**src/rtl/i2c_pkg.sv**
```systemverilog
// Shared types and constants for the I2C target register interface.
package i2c_pkg;

  typedef enum logic [3:0] {
    IDLE,
    ADDR,
    ADDR_ACK,
    PTR,
    PTR_ACK,
    WDATA,
    WDATA_ACK,
    RDATA,
    RDATA_ACK,
    IGNORE
  } i2c_state_t;

  localparam logic I2C_ACK  = 1'b0;
  localparam logic I2C_NACK = 1'b1;
  localparam logic RW_WRITE = 1'b0;
  localparam logic RW_READ  = 1'b1;

  localparam logic [6:0] DEFAULT_TARGET_ADDR = 7'h48;

endpackage

```
**src/rtl/i2c_bus_sync.sv**
```systemverilog
// Synchronizes SCL/SDA into the clk domain and flags SCL edges plus START/STOP.
module i2c_bus_sync #(
  parameter int SYNC_STAGES = 2
) (
  input  logic clk,
  input  logic rst,
  input  logic scl_in,
  input  logic sda_in,
  output logic scl_rise,
  output logic scl_fall,
  output logic start_det,
  output logic stop_det,
  output logic sda_s
);

  logic [SYNC_STAGES-1:0] scl_sync;
  logic [SYNC_STAGES-1:0] sda_sync;
  logic                   scl_q;
  logic                   sda_q;
  logic                   scl_now;

  assign scl_now = scl_sync[SYNC_STAGES-1];
  assign sda_s   = sda_sync[SYNC_STAGES-1];

  // Synchronizer chains plus one history register for edge detection; idle bus is high.
  always_ff @(posedge clk or posedge rst) begin
    if (rst) begin
      scl_sync <= '1;
      sda_sync <= '1;
      scl_q    <= 1'b1;
      sda_q    <= 1'b1;
    end else begin
      scl_sync <= {scl_sync[SYNC_STAGES-2:0], scl_in};
      sda_sync <= {sda_sync[SYNC_STAGES-2:0], sda_in};
      scl_q    <= scl_now;
      sda_q    <= sda_s;
    end
  end

  // START/STOP require SCL high on both sides of the SDA transition.
  assign scl_rise  =  scl_now & ~scl_q;
  assign scl_fall  = ~scl_now &  scl_q;
  assign start_det =  scl_now &  scl_q &  sda_q & ~sda_s;
  assign stop_det  =  scl_now &  scl_q & ~sda_q &  sda_s;

endmodule

```
**src/rtl/i2c_target.sv**
```systemverilog
// I2C target exposing an 8-bit register map through a strobe interface.
module i2c_target
  import i2c_pkg::*;
#(
  parameter logic [6:0] TARGET_ADDR = DEFAULT_TARGET_ADDR,
  parameter int         SYNC_STAGES = 2
) (
  input  logic       clk,
  input  logic       rst,
  input  logic       scl_in,
  input  logic       sda_in,
  output logic       sda_oe,
  output logic [7:0] reg_addr,
  output logic [7:0] reg_wdata,
  output logic       reg_we,
  input  logic [7:0] reg_rdata,
  output logic       reg_re,
  output logic       busy
);

  logic       scl_rise;
  logic       scl_fall;
  logic       start_det;
  logic       stop_det;
  logic       sda_s;

  i2c_state_t state;
  logic [3:0] bit_cnt;
  logic [7:0] shift;
  logic       rw;
  logic       ack_phase;
  logic [7:0] byte_in;

  i2c_bus_sync #(
    .SYNC_STAGES(SYNC_STAGES)
  ) u_sync (
    .clk      (clk),
    .rst      (rst),
    .scl_in   (scl_in),
    .sda_in   (sda_in),
    .scl_rise (scl_rise),
    .scl_fall (scl_fall),
    .start_det(start_det),
    .stop_det (stop_det),
    .sda_s    (sda_s)
  );

  assign byte_in = {shift[6:0], sda_s};

  // Protocol FSM: bus conditions first, then the TX load, then SCL-edge driven bit handling.
  always_ff @(posedge clk or posedge rst) begin
    if (rst) begin
      state     <= IDLE;
      bit_cnt   <= 4'd0;
      shift     <= 8'h00;
      rw        <= RW_WRITE;
      ack_phase <= 1'b0;
      sda_oe    <= 1'b0;
      reg_addr  <= 8'h00;
      reg_wdata <= 8'h00;
      reg_we    <= 1'b0;
      reg_re    <= 1'b0;
      busy      <= 1'b0;
    end else begin
      reg_we <= 1'b0;
      reg_re <= 1'b0;
      if (stop_det) begin
        state  <= IDLE;
        sda_oe <= 1'b0;
        busy   <= 1'b0;
      end else if (start_det) begin
        state     <= ADDR;
        bit_cnt   <= 4'd0;
        ack_phase <= 1'b0;
        sda_oe    <= 1'b0;
      end else begin
        // reg_rdata is valid during the reg_re cycle; capture it and present bit 7.
        if (reg_re) begin
          shift  <= reg_rdata;
          sda_oe <= ~reg_rdata[7];
        end
        case (state)
          ADDR: begin
            if (scl_rise) begin
              shift   <= byte_in;
              bit_cnt <= bit_cnt + 4'd1;
              if (bit_cnt == 4'd7) begin
                if (byte_in[7:1] == TARGET_ADDR) begin
                  state     <= ADDR_ACK;
                  busy      <= 1'b1;
                  rw        <= byte_in[0];
                  ack_phase <= 1'b0;
                end else begin
                  state <= IGNORE;
                end
              end
            end
          end
          ADDR_ACK: begin
            if (scl_fall) begin
              if (!ack_phase) begin
                sda_oe    <= 1'b1;
                ack_phase <= 1'b1;
              end else begin
                ack_phase <= 1'b0;
                bit_cnt   <= 4'd0;
                if (rw == RW_READ) begin
                  // ACK stays driven until the first read bit is loaded next clk.
                  reg_re <= 1'b1;
                  state  <= RDATA;
                end else begin
                  sda_oe <= 1'b0;
                  state  <= PTR;
                end
              end
            end
          end
          PTR: begin
            if (scl_rise) begin
              shift   <= byte_in;
              bit_cnt <= bit_cnt + 4'd1;
              if (bit_cnt == 4'd7) begin
                reg_addr  <= byte_in;
                state     <= PTR_ACK;
                ack_phase <= 1'b0;
              end
            end
          end
          PTR_ACK: begin
            if (scl_fall) begin
              if (!ack_phase) begin
                sda_oe    <= 1'b1;
                ack_phase <= 1'b1;
              end else begin
                sda_oe    <= 1'b0;
                ack_phase <= 1'b0;
                bit_cnt   <= 4'd0;
                state     <= WDATA;
              end
            end
          end
          WDATA: begin
            if (scl_rise) begin
              shift   <= byte_in;
              bit_cnt <= bit_cnt + 4'd1;
              if (bit_cnt == 4'd7) begin
                reg_wdata <= byte_in;
                reg_we    <= 1'b1;
                state     <= WDATA_ACK;
                ack_phase <= 1'b0;
              end
            end
          end
          WDATA_ACK: begin
            if (scl_fall) begin
              if (!ack_phase) begin
                sda_oe    <= 1'b1;
                ack_phase <= 1'b1;
              end else begin
                sda_oe    <= 1'b0;
                ack_phase <= 1'b0;
                bit_cnt   <= 4'd0;
                reg_addr  <= reg_addr + 8'd1;
                state     <= WDATA;
              end
            end
          end
          RDATA: begin
            if (scl_rise) begin
              bit_cnt <= bit_cnt + 4'd1;
            end else if (scl_fall) begin
              if (bit_cnt == 4'd8) begin
                sda_oe    <= 1'b0;
                ack_phase <= 1'b0;
                state     <= RDATA_ACK;
              end else begin
                sda_oe <= ~shift[6];
                shift  <= {shift[6:0], 1'b0};
              end
            end
          end
          RDATA_ACK: begin
            if (scl_rise) begin
              if (sda_s == I2C_ACK) begin
                reg_addr  <= reg_addr + 8'd1;
                ack_phase <= 1'b1;
              end else begin
                sda_oe <= 1'b0;
                state  <= IGNORE;
              end
            end else if (scl_fall && ack_phase) begin
              reg_re    <= 1'b1;
              bit_cnt   <= 4'd0;
              ack_phase <= 1'b0;
              state     <= RDATA;
            end
          end
          IDLE, IGNORE: begin
            sda_oe <= 1'b0;
          end
          default: begin
            state  <= IDLE;
            sda_oe <= 1'b0;
          end
        endcase
      end
    end
  end

endmodule

```
**config.mk**
```make
export PLATFORM = sky130hd
export DESIGN_NAME = i2c_target
export DESIGN_NICKNAME = d
export VERILOG_FILES = /design/src/rtl/i2c_pkg.sv /design/src/rtl/i2c_bus_sync.sv /design/src/rtl/i2c_target.sv
export SDC_FILE = /design/constraint.sdc
export NUM_CORES = 1
export LEC_CHECK = 0
export ABC_CLOCK_PERIOD_IN_PS = 3600
export CORE_UTILIZATION = 35
export CTS_BUF_LIST = sky130_fd_sc_hd__clkbuf_8
export CTS_CLUSTER_SIZE = 10
export DETAILED_ROUTE_END_ITERATION = 8
export GPL_ROUTABILITY_DRIVEN = 0
export PLACE_DENSITY = 0.54
export SYNTH_ARGS = -nofsm -noshare
export SYNTH_HDL_FRONTEND = slang
export SYNTH_SLANG_ARGS = --single-unit
```
**constraint.sdc**
```tcl
create_clock -name clk -period 3.6 [get_ports clk]
set_input_delay 0.36 -clock clk [delete_from_list [all_inputs] [get_ports clk]]
set_output_delay 0.36 -clock clk [all_outputs]
set_load 0.02 [all_outputs]
```
==> run summary <==
• **clock insertion delay at the later pin of the skew report** 300 ps
• **global-route wire length before repair** 12,390 um
• **transition at the pin with the smallest max-transition slack** 954.1 ps
• **unrepaired setup endpoints after global routing** false
• **clock edge transition at the registers on the reported setup and hold paths** 90 ps
• **largest net degree at the start of global routing** 44
• **crit path buf inv count** 0
• **total number of yosys warnings** 0
• **I/O pins** 32
• **CTS tree** yes
• **via count of the routed design** 2,512
• **die footprint** 0.008523 mm2
• **Synth async-reset ratio** 100.0%
• **max-capacitance violation count** 0
• **worst min-delay path startpoint** u_sync.scl_sync[0]
• **NumNets Final** 337
• **startpoint kind of the worst setup timing path** flop
• **placed cell count** 417
• **final non-filler cell area** 0.003302 mm2
• **required time of the worst setup path** 3780 ps
• **share of final-layout standard cells stronger than drive strength 1** 12.38%
• **Max Clock Skew** 7.646 ps
• **result of the run** finished clean
• **number of register bits inferred by synthesis** 43
• **syn_area_per_cell** 9.517 um2
• **clock sink count** 43
• **Chip Height** 92.32 um
• **number of enable flip-flop cells after synthesis** 0
• **top_reg_cell synth** sky130_fd_sc_hd__dfrtp_1
• **net count after synthesis** 315
• **area post-placement** 0.003189 mm2
• **family with the most delay on the worst path** compound AO/OA/AOI/OAI gates
• **final HPWL from detailed placement** 5289 um
• **Distinct cells, synth** 64
• **vias in the first global route** 2,384
• **count of port buffers added during placement** 31
• **slowest stage cell on the critical path** sky130_fd_sc_hd__nor2b_1
• **Clock Path Buffers** 2
• **cell breakdown of the critical path** nor2b_1, o32a_1, a31o_2, o2111ai_2, mux2_1
• **beginning of the critical path** u_sync.scl_sync[1]
• **number of placement rows** 32
• **standard cell core area** 0.007807 mm2
• **post-CTS setup buffer count** 0
• **CTS buffer count** 5
• **Sum Neg Setup Slack** 0 ps
• **Arr. time, crit path** 2790 ps
• **synthesized instance count** 300
• **Max transition margin** 36.39%
• **hold violation count in the final report** 0
• **overall routed net length** 7329 um
• **number of cells in the finished layout apart from fillers** 425
• **vias per cell** 5.911
• **die outline width** 92.32 um
• **VDD IR max** 0.2162 mV
• **peak per-stage delay on the critical path** 710 ps
• **reported leakage power** 1.307 nW
• **overall routing resource usage** 18.32%
• **share of the clock period used by the worst path after layout** 72.51%
• **Filler cells** 785
• **growth of design area from synthesis to finish** 15.64%
• **CP max FO** 19
• **cell at the root of the clock tree** sky130_fd_sc_hd__clkbuf_8
• **endpoint kind of the worst setup timing path** flop
• **average wire per standard cell** 17.24 um
• **starting density of the core** 36.57%
• **initial detailed-routing violation count** 216
• **Final Critical Period** 2610 ps
• **number of diodes** 0
• **number of gates resized after cts** 0
• **number of setup violations in the final report** 0
• **H-tree Lvls** 2
• **Remaining Overflow, GRT** 0
• **Crit Path Category** reg2reg
• **Final Max Tran Viols** 0
• **Hold Path Class** reg2reg
• **first-pass iteration count of the detailed router** 5
• **post-synthesis cell area** 0.002855 mm2
• **post-synthesis sequential area ratio** 37.95%
• **DRC errors left** 0
• **antenna violations before repair** 0
• **Reg2Reg Launch Point** u_sync.scl_sync[1]
• **timing-limited maximum frequency** 383.1 MHz
• **antenna-violating nets left** 0
• **CTS Hold Buffers Added** 0
• **power density of the placed cells** 693.6 mW/mm2
==> placed cells by master, fill, tap and decap left out, types with 3 or more instances in the layout <==
cell type and count:
sky130_fd_sc_hd__mux2_2 10, sky130_fd_sc_hd__o22a_1 3, sky130_fd_sc_hd__o31ai_1 3, sky130_fd_sc_hd__nor4bb_1 4, sky130_fd_sc_hd__nand3_1 18, sky130_fd_sc_hd__nand2_1 21
sky130_fd_sc_hd__or3_1 4, sky130_fd_sc_hd__and3b_1 3, sky130_fd_sc_hd__a21oi_1 19, sky130_fd_sc_hd__a221o_1 8, sky130_fd_sc_hd__dfrtp_1 37, sky130_fd_sc_hd__xnor2_1 3
sky130_fd_sc_hd__a2111oi_0 3, sky130_fd_sc_hd__and3_1 4, sky130_fd_sc_hd__dfstp_2 6, sky130_fd_sc_hd__nor2_1 15, sky130_fd_sc_hd__o21ai_0 16, sky130_fd_sc_hd__clkdlybuf4s50_1 31
sky130_fd_sc_hd__mux2i_1 8, sky130_fd_sc_hd__o22ai_1 3, sky130_fd_sc_hd__nor2b_1 12, sky130_fd_sc_hd__inv_1 11, sky130_fd_sc_hd__nand2b_1 7, sky130_fd_sc_hd__ha_1 3
sky130_fd_sc_hd__clkbuf_8 5, sky130_fd_sc_hd__nand4_1 3, sky130_fd_sc_hd__a31oi_1 8, sky130_fd_sc_hd__nor3_1 5, sky130_fd_sc_hd__o221ai_1 3
==> worst reg2reg max path: cells and delay by family, from the launching register on <==
kind / cells / cell delay [ps]
AOI/OAI and AO/OA: 3 / 720
DFF: 1 / 700
muxes: 1 / 370
and+or+nand+nor: 1 / 710
==> cells by family (layout without fill, tap and decap cells) <==
| kind of cell | after synthesis | in the layout | synth area share (%) |
|---|---|---|---|
| compound gates | 90 | 90 | 23.23 |
| xor+xnor | 3 | 3 | 0.9204 |
| fa+ha+maj | 3 | 3 | 1.315 |
| buf+inv | 30 | 53 | 5.740 |
| flops | 43 | 43 | 37.95 |
| mux | 19 | 19 | 7.143 |
| simple gates | 112 | 112 | 23.71 |
==> routing by layer <==
| layer | vias to the layer above | routed length [um] | global-route usage, % |
|---|---|---|---|
| met5 | - | 0 | 0 |
| met4 | 0 | 167 | 5.599 |
| met3 | 18 | 337 | 3.448 |
| met2 | 90 | 3313 | 27.65 |
| met1 | 1220 | 3510 | 26.41 |
| li1 | 1184 | - | - |
==> flip-flops by register name, summed over array words and instances (netlist names) <==
register and count:
reg_addr 8, reg_re 1, shift 7, sda_oe 1
u_sync.scl_sync 2, state 4, busy 1, u_sync.scl_q 1
rw 1, reg_we 1, u_sync.sda_sync 2, u_sync.sda_q 1
ack_phase 1, bit_cnt 4, reg_wdata 8
==> report_power, final <==
part	total [mW]	internal (mW)	leakage [nW]	switching, mW
sequential	0.870	0.598	0.552	0.272
clock	0.385	0.207	0.0581	0.179
combinational	1.03	0.492	0.697	0.543
total	2.29	1.30	1.31	0.994
==> cell usage after synthesis (all sizes together) (8+ instances only) <==
cell / instances / area share [%]
nand2: 22 / 3.0
buf: 13 / 3.5
a221o: 8 / 2.8
nor2: 15 / 2.0
nor2b: 12 / 2.6
mux2: 11 / 4.3
mux2i: 8 / 2.8
nand3: 18 / 3.2
o21ai: 16 / 2.8
a21oi: 20 / 3.9
dfrtp: 37 / 32
inv: 12 / 1.6
a31oi: 9 / 2.5
==> cell type report <==
type / count / area (um2) / area share (%)
clock buffers: 5 / 68.82 / 2.084
flip-flops and latches: 43 / 1084 / 32.82
well taps: 102 / 127.6 / 3.865
repair buffers: 33 / 325.3 / 9.852
inverters: 12 / 45.04 / 1.364
clock inverters: 3 / 43.79 / 1.326
multi-input cells: 227 / 1608 / 48.69
==> path summary, 6_finish.rpt <==
| path | endpoint | slack (ps) | cells past startpoint |
|---|---|---|---|
| worst min-delay path | u_sync.scl_sync[1] | 360 | 0 |
| worst max register to register | state[1] | 990 | 5 |
| worst min register to register | u_sync.scl_sync[1] | 360 | 0 |
| max in group asynchronous | u_sync.scl_q | 2730 | 3 |
| min in group asynchronous | reg_wdata[1] | 490 | 3 |
| worst max-delay path | state[1] | 990 | 5 |
==> through the flow <==
| stage | setup slack [ps] | hold slack [ps] | utilization (%) | total power [mW] |
|---|---|---|---|---|
| 6_report | 989.8 | 358.4 | 42.29 | 2.290 |
| 5_1_grt | 846.5 | 362.9 | 42.29 | 2.458 |
| 4_1_cts | 997.5 | 360.1 | 42.29 | 2.295 |
| 3_5_place_dp | 1005 | 347.2 | 40.85 | 1.899 |
| 3_3_place_gp | 1010 | 345.7 | 40.85 | 1.896 |
| 2_1_floorplan | 1673 | 345.2 | - | 1.636 |
No activity file was read; power rests on OpenSTA's default activity.
==> variant 1 (same flow settings) <==
`SYNC_STAGES` is set to 2 in 2 places; all go to 4.
--- a/src/rtl/i2c_bus_sync.sv
+++ b/src/rtl/i2c_bus_sync.sv
@@ -1,6 +1,6 @@
 // Synchronizes SCL/SDA into the clk domain and flags SCL edges plus START/STOP.
 module i2c_bus_sync #(
-  parameter int SYNC_STAGES = 2
+  parameter int SYNC_STAGES = 4
 ) (
   input  logic clk,
   input  logic rst,
--- a/src/rtl/i2c_target.sv
+++ b/src/rtl/i2c_target.sv
@@ -3,7 +3,7 @@
   import i2c_pkg::*;
 #(
   parameter logic [6:0] TARGET_ADDR = DEFAULT_TARGET_ADDR,
-  parameter int         SYNC_STAGES = 2
+  parameter int         SYNC_STAGES = 4
 ) (
   input  logic       clk,
   input  logic       rst,
Behaviour: same outputs for any inputs over 4 cycles, from zero or initial values and one cycle with rst high; that may be too few to reach the edited logic, so the function may still have changed.
==> variant 1 against the original RTL <==
  * Sequential cell count grew 4
  * Routed wire length shrank 7.1%
  * Via count shrank 8.7%
  * Total power grew 4.2%
  * Setup slack gained 0.092 ns
  * Cell area shrank 0.27%
  * Synthesized cell count is the same
  * Area after synthesis grew 1.1%
  * Global-route usage shrank 1.4 points
==> variant 1: results (changes against the original RTL) <==
Synthesis
  • Syn_area_per_cell: 9.618 um^2 (+1.1%)
  • Netlist cell types: 70 (+9.4%)
  • Top cells by count, synth: 37 x dfrtp_1, 32 x nand2_1, 30 x a21oi_1
  • XOR/XNOR Fraction of Synth Area: 0.006071 (-0.003131)
  • Ranking of synthesized cells by area: dfrtp_1 32%, dfstp_2 9.1%, a21oi_1 5.2%
  • Post-Synth Adder-Cell Area: 0.01301 (-0.0001368)
  • Synth Warn #: 0 (unchanged)
  • Compound-cell area share of the yosys netlist: 0.2168 (-0.01543)
  • Post-synthesis mux area share: 0.06505 (-0.006381)
  • Register bit total from synthesis: 47 (+9.3%)
  • Sequential share of the synthesized area: 0.4120 (+0.03248)

Final layout
  • Largest regs: reg_addr (8), reg_wdata (8), shift (7)
  • Layout cells sized above 1: 0.1543 (+0.03048)
  • Multi-In Gates: 228 (+0.44%)
  • Sequential share of cell area: 0.3609 (+0.03279)
  • ClkCell Share: 0.02698 (-0.007128)
  • Non-clock inverters: 7 (-5)
  • Non-clk buf share: 0.1011 (+0.002542)
  • # nets final: 338 (+0.30%)
  • Count of plain and timing-repair buffers: 34 (+3.0%)
  • Multi-input logic portion of the cell area: 0.4643 (-0.02264)
  • Finished Layout Cells: 426 (+0.24%)
  • Fillcell total: 806 (+2.7%)

Worst setup path
  • Critical Path Start: state[0]
  • R2R setup slack: 1.08 ns (+0.09 ns)
  • Worst Reg-to-Reg Cells: 6 (+1)
  • CP Max Fanout: 22 (+3)
  • Reg2reg end: reg_addr[0]
  • Critical Path AT: 2.71 ns (-0.08 ns)

Routing
  • Met1 Routed Length: 3502 um (-0.23%)
  • Routed length on met3: 224 um (-34%)
  • Detailed Routing Iterations Pass 1: 4 (-1)
  • Post-Route WL: 6808 um (-7.1%)
  • Post-detailed-route via-to-cell ratio: 5.385 (-8.9%)
  • Met2 WL: 2980 um (-10%)

Placed design
  • Hpwl dp: 4810 um (-9.0%)
  • Placed insts: 418 (+0.24%)
  • Placed cell area: 3204 um^2 (+0.47%)

Clock tree
  • Post-CTS Setup Bufs: 0 (unchanged)
  • CTS Buf Count: 5 (unchanged)
  • Deepest clock path buffer count: 2 (unchanged)
  • CTS root buffer: clkbuf_8
  • Worst-skew pair later-pin latency: 0.30 ns (about the same)
  • Clock Pin Slew Worst Setup and Hold Paths: 0.09 ns (about the same)

STA
  • Skew final: 0.007937 ns (+0.0002909 ns)
  • Relative slew slack: 0.3431 (-0.02084)
  • WHS: 0.3586 ns (+0.0001810 ns)

Outcome
  • Status: complete, no violations

Global routing
  • M3 GR Usage: 0.02791 (-0.006568)
  • GR Layer Usage met1: 0.2579 (-0.006163)
  • Met2 global-route usage: 0.2482 (-0.02838)
  • Largest net degree at the start of global routing: 48 (+9.1%)
  • Vias in the first global route: 2,157 (-9.5%)
  • Overall Global Routing Usage: 0.1695 (-0.01375)
  • First-pass GRT wire length: 11,560 um (-6.7%)

Pwr
  • P_leak: 1.332 nW (+1.9%)
  • Max rail drop VDD: 0.2292 mV (+6.0%)

Worst hold path
  • Worst Hold End: u_sync.scl_sync[2]
  • Hold Crit Start: u_sync.scl_sync[1]
==> variant 1: cell types whose count changed after synthesis, moves of 5 or more <==
cell and delta:
a2bb2oi_1 +6, mux2i_1 -5, nor2_1 +7, nor2b_1 -6
nand3_1 -6, a21oi_1 +11, inv_1 -5, nand2_1 +11
a221o_1 -7
==> variant 1: stage by stage <==
step / setup slack, ns / util
6_report: 1.082 / 0.4196
5_1_grt: 0.8297 / 0.4196
4_1_cts: 1.094 / 0.4196
3_5_place_dp: 1.109 / 0.4083
3_3_place_gp: 1.126 / 0.4083
2_1_floorplan: 1.511 / -
==> variant 1: where the power goes <==
part	internal [mW]	switching (mW)	leakage [nW]
Sequential	0.661	0.232	0.582
Clock	0.137	0.185	0.0460
Combinational	0.504	0.667	0.704
==> variant 1: critical path, cell delays in order, from the launching register on <==
cell and delay, ns:
dfrtp_1 0.67, nand2b_1 0.35, o21ai_0 0.30, nand2_1 0.14
a2bb2oi_4 0.36, mux2_2 0.38, a31o_2 0.20
==> variant 2 (same flow settings) <==
Without the edit above. Re-encode `i2c_state_t` (10 states) as Gray code, 4 bits wide.
--- a/src/rtl/i2c_pkg.sv
+++ b/src/rtl/i2c_pkg.sv
@@ -2,16 +2,16 @@
 package i2c_pkg;
 
   typedef enum logic [3:0] {
-    IDLE,
-    ADDR,
-    ADDR_ACK,
-    PTR,
-    PTR_ACK,
-    WDATA,
-    WDATA_ACK,
-    RDATA,
-    RDATA_ACK,
-    IGNORE
+    IDLE      = 4'b0000,
+    ADDR      = 4'b0001,
+    ADDR_ACK  = 4'b0011,
+    PTR       = 4'b0010,
+    PTR_ACK   = 4'b0110,
+    WDATA     = 4'b0111,
+    WDATA_ACK = 4'b0101,
+    RDATA     = 4'b0100,
+    RDATA_ACK = 4'b1100,
+    IGNORE    = 4'b1101
   } i2c_state_t;
 
   localparam logic I2C_ACK  = 1'b0;
Function: no difference found for any inputs over 4 cycles, from zero or initial values and one cycle with rst high; so few cycles prove little.
==> variant 2 against the original RTL <==
  * Area after synthesis fell by 4.6%
  * Synthesized cell count is 6.7% lower
  * Routed wire length fell by 7.1%
  * Final cell count down 4.7%
  * Clock skew hardly changed
  * Cell area is 3.1% lower
  * Critical path depth is the same
  * Sequential cell count unchanged
  * Setup slack lost 0.050 ns
  * Hold slack about the same
  * Critical endpoint is now bit_cnt[3]
  * Largest cell class unchanged
Power is not compared: it rests on default switching activity, and its combinational part moved more than twofold at a synthesized area within 25%.
==> variant 2: results (changes against the original RTL) <==
Global routing
  • Vias in the first global route: 2,219 (-6.9%)
  • M3 GR Usage: 0.03130 (-0.003180)
  • Overall Global Routing Usage: 0.1724 (-0.01078)
  • Met2 global-route usage: 0.2538 (-0.02273)

Synthesis
  • Top cells by count, synth: 37 x dfrtp_1, 22 x nor2_1, 19 x nand2_1
  • Compound-cell area share of the yosys netlist: 0.2410 (+0.008794)
  • Synth Net Count: 295 (-6.3%)
  • Post-synthesis mux area share: 0.06795 (-0.003476)
  • XOR/XNOR Fraction of Synth Area: 0.02479 (+0.01559)
  • Netlist cell types: 74 (+16%)
  • Ranking of synthesized cells by area: dfrtp_1 34%, dfstp_2 5.8%, mux2_2 5.0%

Final layout
  • Finished Layout Cells: 405 (-4.7%)
  • # nets final: 320 (-5.0%)
  • Layout cells sized above 1: 0.1471 (+0.02322)

Routing
  • Detailed Routing Iterations Pass 1: 6 (+1)
  • Initial DRC Count: 230 (+6.5%)
  • Met1 Routed Length: 3337 um (-4.9%)
  • Routed length on met3: 385 um (+14%)
  • Wire length per cell: 16.82 um (-2.5%)
  • Met2 WL: 2953 um (-11%)

Worst setup path
  • Critical Path AT: 2.84 ns (+0.05 ns)
  • Crit path max-delay family: flip-flops
  • Slowest cell on the critical path: dfrtp_1
  • Reg2reg end: bit_cnt[3]
  • RR Startpoint: state[2]

Placed design
  • Placed cell area: 3095 um^2 (-2.9%)
  • Placed insts: 397 (-4.8%)

STA
  • WHS: 0.3587 ns (+0.0002280 ns)

Outcome
  • Status: complete, no violations
variant 2: worst max-delay path by stage:
stage                      start    endpoint  slack [ns]  cells past startpoint
floorplan           u_sync.scl_q    state[0]        1.46                      6
global placement        state[2]  bit_cnt[3]        0.99                      5
detailed placement      state[2]  bit_cnt[3]        0.96                      5
CTS                     state[2]  bit_cnt[3]        0.96                      5
global route            state[2]  bit_cnt[3]        0.82                      5
finish                  state[2]  bit_cnt[3]        0.94                      5
variant 2: final cells by class:
cell class,count,area [um^2]
clock buffers,7,96.34
clock inverters,1,7.507
fillers,710,4209
inverters,8,30.03
multi-input cells,213,1525
flip-flops and latches,43,1084
well taps,99,123.9
repair buffers,34,332.8
variant 2: power groups by stage:
stage / Clock (mW) / Combinational [mW] / Sequential, mW
after floorplan: 0 / 0.312 / 0.565
after CTS: 0.359 / 0.369 / 0.599
final: 0.344 / 0.374 / 0.600
after global placement: 0 / 0.370 / 0.608
after detailed placement: 0 / 0.366 / 0.608
after global routing: 0.372 / 0.404 / 0.612
